===== config.mk =====
export PLATFORM = sky130hd
export DESIGN_NAME = axi4_burst_master_flat
export DESIGN_NICKNAME = d
export VERILOG_FILES = /design/src/rtl/axi4_pkg.sv /design/src/rtl/axi4_burst_master_if.sv /design/src/rtl/axi4_burst_check.sv /design/src/rtl/axi4_burst_master.sv /design/src/flat_wrapper.sv
export SDC_FILE = /design/constraint.sdc
export NUM_CORES = 1
export LEC_CHECK = 0
export ABC_AREA = 1
export CAP_MARGIN = 10
export CELL_PAD_IN_SITES_DETAIL_PLACEMENT = 1
export CELL_PAD_IN_SITES_GLOBAL_PLACEMENT = 1
export CORE_AREA = 2 2 275 277
export CTS_BUF_LIST = sky130_fd_sc_hd__clkbuf_2 sky130_fd_sc_hd__clkbuf_4 sky130_fd_sc_hd__clkbuf_8
export DETAILED_ROUTE_END_ITERATION = 12
export DIE_AREA = 0 0 277 279
export PLACE_DENSITY_LB_ADDON = 0.1
export SYNTH_ARGS = -nofsm -noshare
export SYNTH_HDL_FRONTEND = slang
export SYNTH_SLANG_ARGS = --single-unit

===== constraint.sdc =====
create_clock -name clk -period 7.2 [get_ports clk]
set_input_delay 0.72 -clock clk [delete_from_list [all_inputs] [get_ports clk]]
set_output_delay 0.72 -clock clk [all_outputs]
set_load 0.01 [all_outputs]

===== src/rtl/axi4_pkg.sv =====
// Shared definitions for the AXI4 burst master.
//   - burst and response encodings
//   - FSM state type
//   - 4 KB boundary constant and the worst-response merge
package axi4_pkg;

    localparam logic [1:0] BURST_FIXED = 2'b00;
    localparam logic [1:0] BURST_INCR  = 2'b01;
    localparam logic [1:0] BURST_WRAP  = 2'b10;

    localparam logic [1:0] RESP_OKAY   = 2'b00;
    localparam logic [1:0] RESP_EXOKAY = 2'b01;
    localparam logic [1:0] RESP_SLVERR = 2'b10;
    localparam logic [1:0] RESP_DECERR = 2'b11;

    localparam int BOUNDARY_4K = 4096;

    typedef enum logic [2:0] {
        ST_IDLE,
        ST_CHECK,
        ST_AW_REQ,
        ST_W_DATA,
        ST_B_WAIT,
        ST_AR_REQ,
        ST_R_DATA
    } state_t;

    // The numeric order of the encodings already ranks them, so EXOKAY
    // can never displace SLVERR/DECERR.
    function automatic logic [1:0] worst_resp(input logic [1:0] cur, input logic [1:0] nxt);
        return (nxt > cur) ? nxt : cur;
    endfunction

endpackage


===== src/rtl/axi4_burst_master_if.sv =====
// AXI4 bus bundle (AW, W, B, AR, R channels) between the burst master and
// the interconnect.
//   master modport: drives valids/payloads of AW/W/AR and bready/rready
//   slave modport : the opposite directions
interface axi4_burst_master_if #(
    parameter int ADDR_WIDTH = 32,
    parameter int DATA_WIDTH = 128
);
    logic                  awvalid;
    logic                  awready;
    logic [ADDR_WIDTH-1:0] awaddr;
    logic [7:0]            awlen;
    logic [2:0]            awsize;
    logic [1:0]            awburst;

    logic                  wvalid;
    logic                  wready;
    logic [DATA_WIDTH-1:0] wdata;
    logic                  wlast;

    logic                  bvalid;
    logic                  bready;
    logic [1:0]            bresp;

    logic                  arvalid;
    logic                  arready;
    logic [ADDR_WIDTH-1:0] araddr;
    logic [7:0]            arlen;
    logic [2:0]            arsize;
    logic [1:0]            arburst;

    logic                  rvalid;
    logic                  rready;
    logic [DATA_WIDTH-1:0] rdata;
    logic [1:0]            rresp;
    logic                  rlast;

    modport master (
        output awvalid, awaddr, awlen, awsize, awburst, input awready,
        output wvalid, wdata, wlast, input wready,
        input  bvalid, bresp, output bready,
        output arvalid, araddr, arlen, arsize, arburst, input arready,
        input  rvalid, rdata, rresp, rlast, output rready
    );

    modport slave (
        input  awvalid, awaddr, awlen, awsize, awburst, output awready,
        input  wvalid, wdata, wlast, output wready,
        output bvalid, bresp, input bready,
        input  arvalid, araddr, arlen, arsize, arburst, output arready,
        output rvalid, rdata, rresp, rlast, input rready
    );

endinterface


===== src/rtl/axi4_burst_check.sv =====
// Combinational legality check for one burst command.
//   addr  : start byte address
//   len   : beats-1
//   burst : FIXED/INCR/WRAP encoding
//   legal : 1 when the command may be issued on the bus
module axi4_burst_check
    import axi4_pkg::*;
#(
    parameter int ADDR_WIDTH    = 32,
    parameter int BYTES         = 16,
    parameter int MAX_BURST_LEN = 16
) (
    input  logic [ADDR_WIDTH-1:0] addr,
    input  logic [7:0]            len,
    input  logic [1:0]            burst,
    output logic                  legal
);

    logic        too_long;
    logic        bad_burst;
    logic        wrap_bad;
    logic        fixed_bad;
    logic        misaligned;
    logic        cross_4k;
    logic [31:0] end_off;

    assign too_long   = ({1'b0, len} + 9'd1) > 9'(MAX_BURST_LEN);
    assign bad_burst  = (burst == 2'b11);
    assign wrap_bad   = (burst == BURST_WRAP) &&
                        !(len == 8'd1 || len == 8'd3 || len == 8'd7 || len == 8'd15);
    assign fixed_bad  = (burst == BURST_FIXED) && (len > 8'd15);
    assign misaligned = (addr & ADDR_WIDTH'(BYTES - 1)) != '0;

    // Offset of the first byte past the burst, relative to its 4 KB page.
    assign end_off    = 32'(addr[11:0]) + (32'(len) + 32'd1) * 32'(BYTES);
    assign cross_4k   = (burst == BURST_INCR) && (end_off > 32'(BOUNDARY_4K));

    assign legal = !(too_long || bad_burst || wrap_bad || fixed_bad || misaligned || cross_4k);

endmodule


===== src/rtl/axi4_burst_master.sv =====
// AXI4 master issuing one write or read burst per accepted command.
// Optional build macro: AXI4_MASTER_PERF_EN (adds the perf_cycles counter;
// without it perf_cycles is tied to 0).
// Ports:
//   clk, rst_n              clock, synchronous active-low reset
//   cmd_*                   command request (addr, len, burst, rw)
//   wr_data/valid/ready     write payload stream from the client
//   rd_data/valid/last/ready read data stream to the client
//   done, done_resp         completion pulse and worst response
//   cmd_err                 pulse on a rejected command
//   perf_cycles             cycles from CHECK exit to done
//   axi                     AXI4 master bus
//
// state     | meaning
// ----------+-----------------------------------------------
// ST_IDLE   | waiting for a command, cmd_ready high
// ST_CHECK  | registered command is checked for legality
// ST_AW_REQ | write address offered until awready
// ST_W_DATA | write beats streamed from the client
// ST_B_WAIT | waiting for the write response
// ST_AR_REQ | read address offered until arready
// ST_R_DATA | read beats streamed to the client
module axi4_burst_master
    import axi4_pkg::*;
#(
    parameter int ADDR_WIDTH    = 32,
    parameter int DATA_WIDTH    = 128,
    parameter int MAX_BURST_LEN = 16
) (
    input  logic                  clk,
    input  logic                  rst_n,
    input  logic                  cmd_valid,
    output logic                  cmd_ready,
    input  logic [ADDR_WIDTH-1:0] cmd_addr,
    input  logic [7:0]            cmd_len,
    input  logic [1:0]            cmd_burst,
    input  logic                  cmd_rw,
    input  logic [DATA_WIDTH-1:0] wr_data,
    input  logic                  wr_valid,
    output logic                  wr_ready,
    output logic [DATA_WIDTH-1:0] rd_data,
    output logic                  rd_valid,
    output logic                  rd_last,
    input  logic                  rd_ready,
    output logic                  done,
    output logic [1:0]            done_resp,
    output logic                  cmd_err,
    output logic [31:0]           perf_cycles,
    axi4_burst_master_if.master   axi
);

    localparam int         BYTES = DATA_WIDTH / 8;
    localparam logic [2:0] SIZE  = 3'($clog2(BYTES));

    state_t                state, state_nxt;
    logic [ADDR_WIDTH-1:0] addr_q;
    logic [7:0]            len_q;
    logic [1:0]            burst_q;
    logic                  rw_q;
    logic [7:0]            beat_cnt;
    logic [1:0]            resp_acc;
    logic                  len_err;
    logic                  legal;
    logic                  w_hs;
    logic                  r_hs;
    logic                  finish;

    axi4_burst_check #(
        .ADDR_WIDTH    (ADDR_WIDTH),
        .BYTES         (BYTES),
        .MAX_BURST_LEN (MAX_BURST_LEN)
    ) u_check (
        .addr  (addr_q),
        .len   (len_q),
        .burst (burst_q),
        .legal (legal)
    );

    assign w_hs   = (state == ST_W_DATA) && wr_valid && axi.wready;
    assign r_hs   = (state == ST_R_DATA) && axi.rvalid && rd_ready;
    assign finish = ((state == ST_B_WAIT) && axi.bvalid) || (r_hs && axi.rlast);

    assign axi.awaddr  = addr_q;
    assign axi.awlen   = len_q;
    assign axi.awburst = burst_q;
    assign axi.awsize  = SIZE;
    assign axi.araddr  = addr_q;
    assign axi.arlen   = len_q;
    assign axi.arburst = burst_q;
    assign axi.arsize  = SIZE;
    assign axi.wdata   = wr_data;
    assign rd_data     = axi.rdata;
    assign rd_last     = axi.rlast;

    always_ff @(posedge clk) begin
        if (!rst_n) state <= ST_IDLE;
        else        state <= state_nxt;
    end

    always_comb begin
        state_nxt   = state;
        cmd_ready   = 1'b0;
        cmd_err     = 1'b0;
        axi.awvalid = 1'b0;
        axi.wvalid  = 1'b0;
        axi.wlast   = 1'b0;
        wr_ready    = 1'b0;
        axi.bready  = 1'b0;
        axi.arvalid = 1'b0;
        axi.rready  = 1'b0;
        rd_valid    = 1'b0;
        case (state)
            ST_IDLE: begin
                cmd_ready = 1'b1;
                if (cmd_valid) state_nxt = ST_CHECK;
            end
            ST_CHECK: begin
                if (!legal) begin
                    cmd_err   = 1'b1;
                    state_nxt = ST_IDLE;
                end else begin
                    state_nxt = rw_q ? ST_AR_REQ : ST_AW_REQ;
                end
            end
            ST_AW_REQ: begin
                axi.awvalid = 1'b1;
                if (axi.awready) state_nxt = ST_W_DATA;
            end
            ST_W_DATA: begin
                axi.wvalid = wr_valid;
                wr_ready   = axi.wready;
                axi.wlast  = (beat_cnt == len_q);
                if (w_hs && (beat_cnt == len_q)) state_nxt = ST_B_WAIT;
            end
            ST_B_WAIT: begin
                axi.bready = 1'b1;
                if (axi.bvalid) state_nxt = ST_IDLE;
            end
            ST_AR_REQ: begin
                axi.arvalid = 1'b1;
                if (axi.arready) state_nxt = ST_R_DATA;
            end
            ST_R_DATA: begin
                axi.rready = rd_ready;
                rd_valid   = axi.rvalid;
                if (r_hs && axi.rlast) state_nxt = ST_IDLE;
            end
            default: state_nxt = ST_IDLE;
        endcase
    end

    always_ff @(posedge clk) begin
        if (!rst_n) begin
            addr_q    <= '0;
            len_q     <= '0;
            burst_q   <= '0;
            rw_q      <= 1'b0;
            beat_cnt  <= '0;
            resp_acc  <= RESP_OKAY;
            len_err   <= 1'b0;
            done      <= 1'b0;
            done_resp <= RESP_OKAY;
        end else begin
            done <= finish;
            if (state == ST_IDLE && cmd_valid) begin
                addr_q   <= cmd_addr;
                len_q    <= cmd_len;
                burst_q  <= cmd_burst;
                rw_q     <= cmd_rw;
                beat_cnt <= '0;
                resp_acc <= RESP_OKAY;
                len_err  <= 1'b0;
            end
            if (w_hs) beat_cnt <= beat_cnt + 8'd1;
            if (state == ST_B_WAIT && axi.bvalid) done_resp <= axi.bresp;
            if (r_hs) begin
                beat_cnt <= beat_cnt + 8'd1;
                resp_acc <= worst_resp(resp_acc, axi.rresp);
                // Final beat reached without rlast: keep reading until rlast,
                // but the transaction is reported as failed.
                if (beat_cnt == len_q && !axi.rlast) len_err <= 1'b1;
                if (axi.rlast) begin
                    done_resp <= (len_err || beat_cnt != len_q) ? RESP_SLVERR
                                                                : worst_resp(resp_acc, axi.rresp);
                end
            end
        end
    end

`ifdef AXI4_MASTER_PERF_EN
    logic [31:0] perf_cnt;
    logic [31:0] perf_q;

    always_ff @(posedge clk) begin
        if (!rst_n) begin
            perf_cnt <= '0;
            perf_q   <= '0;
        end else begin
            if (state == ST_CHECK)    perf_cnt <= '0;
            else if (perf_cnt != '1)  perf_cnt <= perf_cnt + 32'd1;
            if (finish) perf_q <= (perf_cnt == '1) ? perf_cnt : perf_cnt + 32'd1;
        end
    end

    assign perf_cycles = perf_q;
`else
    assign perf_cycles = '0;
`endif

endmodule

===== src/flat_wrapper.sv =====
// flat-port wrapper written by rule: the top's interface ports become plain ports
module axi4_burst_master_flat import axi4_pkg::*;
#(
    parameter int ADDR_WIDTH    = 32,
    parameter int DATA_WIDTH    = 128,
    parameter int MAX_BURST_LEN = 16
)
  (clk, rst_n, cmd_valid, cmd_ready, cmd_addr, cmd_len, cmd_burst, cmd_rw, wr_data, wr_valid, wr_ready, rd_data, rd_valid, rd_last, rd_ready, done, done_resp, cmd_err, perf_cycles, axi_awvalid, axi_awaddr, axi_awlen, axi_awsize, axi_awburst, axi_awready, axi_wvalid, axi_wdata, axi_wlast, axi_wready, axi_bvalid, axi_bresp, axi_bready, axi_arvalid, axi_araddr, axi_arlen, axi_arsize, axi_arburst, axi_arready, axi_rvalid, axi_rdata, axi_rresp, axi_rlast, axi_rready);
  axi4_burst_master_if #(.ADDR_WIDTH(ADDR_WIDTH), .DATA_WIDTH(DATA_WIDTH)) axi_i ();
  input  logic clk;
  input  logic rst_n;
  input  logic cmd_valid;
  output logic cmd_ready;
  input  logic [ADDR_WIDTH-1:0] cmd_addr;
  input  logic [7:0] cmd_len;
  input  logic [1:0] cmd_burst;
  input  logic cmd_rw;
  input  logic [DATA_WIDTH-1:0] wr_data;
  input  logic wr_valid;
  output logic wr_ready;
  output logic [DATA_WIDTH-1:0] rd_data;
  output logic rd_valid;
  output logic rd_last;
  input  logic rd_ready;
  output logic done;
  output logic [1:0] done_resp;
  output logic cmd_err;
  output logic [31:0] perf_cycles;
  output wire logic [$bits(axi_i.awvalid)-1:0] axi_awvalid;
  output wire logic [$bits(axi_i.awaddr)-1:0] axi_awaddr;
  output wire logic [$bits(axi_i.awlen)-1:0] axi_awlen;
  output wire logic [$bits(axi_i.awsize)-1:0] axi_awsize;
  output wire logic [$bits(axi_i.awburst)-1:0] axi_awburst;
  input wire logic [$bits(axi_i.awready)-1:0] axi_awready;
  output wire logic [$bits(axi_i.wvalid)-1:0] axi_wvalid;
  output wire logic [$bits(axi_i.wdata)-1:0] axi_wdata;
  output wire logic [$bits(axi_i.wlast)-1:0] axi_wlast;
  input wire logic [$bits(axi_i.wready)-1:0] axi_wready;
  input wire logic [$bits(axi_i.bvalid)-1:0] axi_bvalid;
  input wire logic [$bits(axi_i.bresp)-1:0] axi_bresp;
  output wire logic [$bits(axi_i.bready)-1:0] axi_bready;
  output wire logic [$bits(axi_i.arvalid)-1:0] axi_arvalid;
  output wire logic [$bits(axi_i.araddr)-1:0] axi_araddr;
  output wire logic [$bits(axi_i.arlen)-1:0] axi_arlen;
  output wire logic [$bits(axi_i.arsize)-1:0] axi_arsize;
  output wire logic [$bits(axi_i.arburst)-1:0] axi_arburst;
  input wire logic [$bits(axi_i.arready)-1:0] axi_arready;
  input wire logic [$bits(axi_i.rvalid)-1:0] axi_rvalid;
  input wire logic [$bits(axi_i.rdata)-1:0] axi_rdata;
  input wire logic [$bits(axi_i.rresp)-1:0] axi_rresp;
  input wire logic [$bits(axi_i.rlast)-1:0] axi_rlast;
  output wire logic [$bits(axi_i.rready)-1:0] axi_rready;
  assign axi_awvalid = axi_i.awvalid;
  assign axi_awaddr = axi_i.awaddr;
  assign axi_awlen = axi_i.awlen;
  assign axi_awsize = axi_i.awsize;
  assign axi_awburst = axi_i.awburst;
  assign axi_i.awready = axi_awready;
  assign axi_wvalid = axi_i.wvalid;
  assign axi_wdata = axi_i.wdata;
  assign axi_wlast = axi_i.wlast;
  assign axi_i.wready = axi_wready;
  assign axi_i.bvalid = axi_bvalid;
  assign axi_i.bresp = axi_bresp;
  assign axi_bready = axi_i.bready;
  assign axi_arvalid = axi_i.arvalid;
  assign axi_araddr = axi_i.araddr;
  assign axi_arlen = axi_i.arlen;
  assign axi_arsize = axi_i.arsize;
  assign axi_arburst = axi_i.arburst;
  assign axi_i.arready = axi_arready;
  assign axi_i.rvalid = axi_rvalid;
  assign axi_i.rdata = axi_rdata;
  assign axi_i.rresp = axi_rresp;
  assign axi_i.rlast = axi_rlast;
  assign axi_rready = axi_i.rready;
  axi4_burst_master #(.ADDR_WIDTH(ADDR_WIDTH), .DATA_WIDTH(DATA_WIDTH), .MAX_BURST_LEN(MAX_BURST_LEN)) u_core (.clk(clk), .rst_n(rst_n), .cmd_valid(cmd_valid), .cmd_ready(cmd_ready), .cmd_addr(cmd_addr), .cmd_len(cmd_len), .cmd_burst(cmd_burst), .cmd_rw(cmd_rw), .wr_data(wr_data), .wr_valid(wr_valid), .wr_ready(wr_ready), .rd_data(rd_data), .rd_valid(rd_valid), .rd_last(rd_last), .rd_ready(rd_ready), .done(done), .done_resp(done_resp), .cmd_err(cmd_err), .perf_cycles(perf_cycles), .axi(axi_i));
endmodule

==> flow_summary.json <==
{
  "viasPerCell": 2.534,
  "ir_worst_vdd_mv": 0.1003,
  "yosys_warnings": 0,
  "syn-instance-count": 824,
  "setup_viol": 0,
  "avgSynthCellArea_um2": 7.040,
  "nFillCells": 8889,
  "drc": 0,
  "cts-resized-gates": 0,
  "rows": 100,
  "use_met2": 0.09509,
  "avgRoutedWirePerCell_um": 14.98,
  "worstPathArrival_ns": 3.72,
  "dr.pass1.iters": 4,
  "die_area_um2": 77280,
  "grt_start_max_net_pins": 37,
  "fin_crit_sh": 0.6170,
  "place_congestion": 0.6474,
  "cts_buffer_depth": 2,
  "layout_commonest_cell": "clkdlybuf4s50_1",
  "setup_tns_ns": 0,
  "clkTransAtPathRegs_ns": 0.10,
  "tightestPinTransition_ns": 0.8146,
  "total_power_mw": 1.846,
  "portBuffers": 155,
  "drv_slew": 0,
  "netlist_area_um2": 5801,
  "grt_use_met1": 0.07311,
  "fin_area_um2": 6356,
  "synth_largest_area_cell": "buf_4",
  "seq_area_um2": 1201,
  "ys_async_sr_fraction": 0,
  "critPathLaunchType": "register",
  "finalNetCount": 1007,
  "required_ns": 6.48,
  "cts_hold_buffers": 0,
  "post_dp_cell_area_um2": 6130,
  "numCtsBuffers": 9,
  "synth_cell_types": 33,
  "end_kind": "primary output",
  "status": "finished clean",
  "io_pins": 706,
  "hold_violations": 0,
  "cts.sinks": 60,
  "fin_crit_ns": 4.442,
  "wirelength_um": 24730,
  "grtUsageMet3": 0.02770,
  "grt_pass1_vias": 4523,
  "multi_input_area_um2": 1892,
  "p_leak_nw": 2.322,
  "tritoncts": "yes",
  "final_antenna_net_count": 0,
  "cts_setup_buffers": 0,
  "fmax_mhz": 225.1,
  "hold_class": "reg -> reg",
  "gr-total-overflow": 0,
  "rsz0062_at_grt": "false",
  "drtIter0Drc": 109,
  "hold_slack_ns": 0.4723,
  "synth_ff_type": "dfxtp_1",
  "core_um2": 74070,
  "slew_headroom": 0.4561,
  "synth_top_area_frac": 0.4374,
  "dp_hpwl_um": 19420,
  "fp.dieH_um": 279,
  "cap_violations": 0,
  "ys_seq_area_frac": 0.2071,
  "cts-root-buf": "clkbuf_8",
  "start_util": 0.07831,
  "synth-edff-count": 0,
  "area_delta_synth_final_pct": 9.577,
  "finalClockSkew_ns": 0.02574,
  "cp_max_fo": 7,
  "clk_latency_ns": 0.43,
  "grtUsageTotal": 0.06376,
  "drive_gt1_frac": 0.05727,
  "ys_ff_latch": 60,
  "grt_pass1_wl_um": 34330,
  "post-place-ws_ns": 3.062,
  "num_vias": 4183,
  "die_w_um": 277,
  "synth.top_cells.by_area": "buf_4, dfxtp_1, nor2_1",
  "worstSetupPathType": "reg -> out",
  "power_density_nw_per_um2": 290.5,
  "mostFrequentLayoutCells": "clkdlybuf4s50_1, nor2_1, nand2_1",
  "antenna_found_initial": 4,
  "worst_slack_ns": 2.758,
  "cts_max_level": 3,
  "grt-busiest-layer": "met2"
}
per-stage QoR:
step / std cells / utilization
global route: 1651 / 0.08581
detailed placement: 1634 / 0.08275
global placement: 1634 / 0.08275
finish: 1651 / 0.08581
CTS: 1650 / 0.08578
floorplan: 860 / -
flip-flops by register name, indices dropped and copies added (netlist names):
| register | flops |
|---|---|
| u_core.axi.araddr | 32 |
| u_core.resp_acc | 2 |
| u_core.axi.arburst | 2 |
| u_core.beat_cnt | 8 |
| u_core.len_err | 1 |
| u_core.state | 3 |
| u_core.rw_q | 1 |
| u_core.done_resp | 2 |
| u_core.done | 1 |
| u_core.axi.arlen | 8 |
kinds of logic (layout without fill, tap and decap cells):
| family | Yosys count | after routing | synth area share |
|---|---|---|---|
| xor gates and xnor gates | 3 | 3 | 0.004531 |
| DFF | 60 | 60 | 0.2071 |
| other | 2 | 39 | 0.001295 |
| and+or+nand+nor | 220 | 220 | 0.1639 |
| muxes | 1 | 1 | 0.001941 |
| AOI/OAI and AO/OA | 100 | 100 | 0.09189 |
| buffers and inverters | 421 | 242 | 0.4914 |
| adders and majority gates | 17 | 17 | 0.03796 |
worst max-delay path: stages (launching register included):
cell and delay (ns):
dfxtp_1 0.49, ha_1 0.24, nand2_1 0.11, nor2_1 0.24, nand2_1 0.08, nand2_1 0.11, inv_1 0.06, ha_1 0.33
nand2_1 0.10, inv_1 0.04, a21oi_1 0.18, nand3_1 0.09, nand2_1 0.09, nor2_1 0.04, nand2_1 0.05, nand3_1 0.16
nand2_1 0.11, inv_1 0.05, nor2_1 0.15, clkdlybuf4s50_1 0.57
power by group:
group          internal (mW)  switching (mW)
Combinational          0.402           0.525
Clock                  0.197           0.212
Sequential             0.408           0.103
Total                   1.01           0.840
synthesized netlist by cell type (all sizes together), types with 3 or more instances:
master	n
buf	339
nor2	94
nand2	84
inv	68
dfxtp	60
o21ai	52
a21oi	36
nand3	23
ha	16
clkbuf	14
nand4	10
a211oi	4
nor3	4
a22oi	3
or2	3
xor2	3
path summary, 6_finish.rpt:
path,start,end,slack (ns),cells past startpoint
worst max-delay path,u_core.axi.arlen[0]$_SDFFE_PN0P_,cmd_err,2.76,19
worst min-delay path,u_core.len_err$_SDFF_PN0_,u_core.len_err$_SDFF_PN0_,0.47,2
worst min register to register,u_core.len_err$_SDFF_PN0_,u_core.len_err$_SDFF_PN0_,0.47,2
worst max register to register,u_core.axi.arlen[0]$_SDFFE_PN0P_,u_core.state[2]$_SDFFE_PN0P_,4.27,20
cell type report:
cell class | instances | area share
antenna | 1 | 0.0003937
clock buffer | 9 | 0.01949
clock inverter | 7 | 0.01575
inverter | 68 | 0.04016
multi-input combinational | 379 | 0.2976
sequential | 60 | 0.1890
tap | 969 | 0.1907
timing repair buffer | 158 | 0.2468
per-layer routing:
layer	wire length (um)	share of wire	vias to the layer above
li1	-	-	1906
met1	10240	0.41	1933
met2	11000	0.44	245
met3	2298	0.093	95
met4	1168	0.047	4
met5	26	0.0011	-
(Power assumes the default switching activity.)
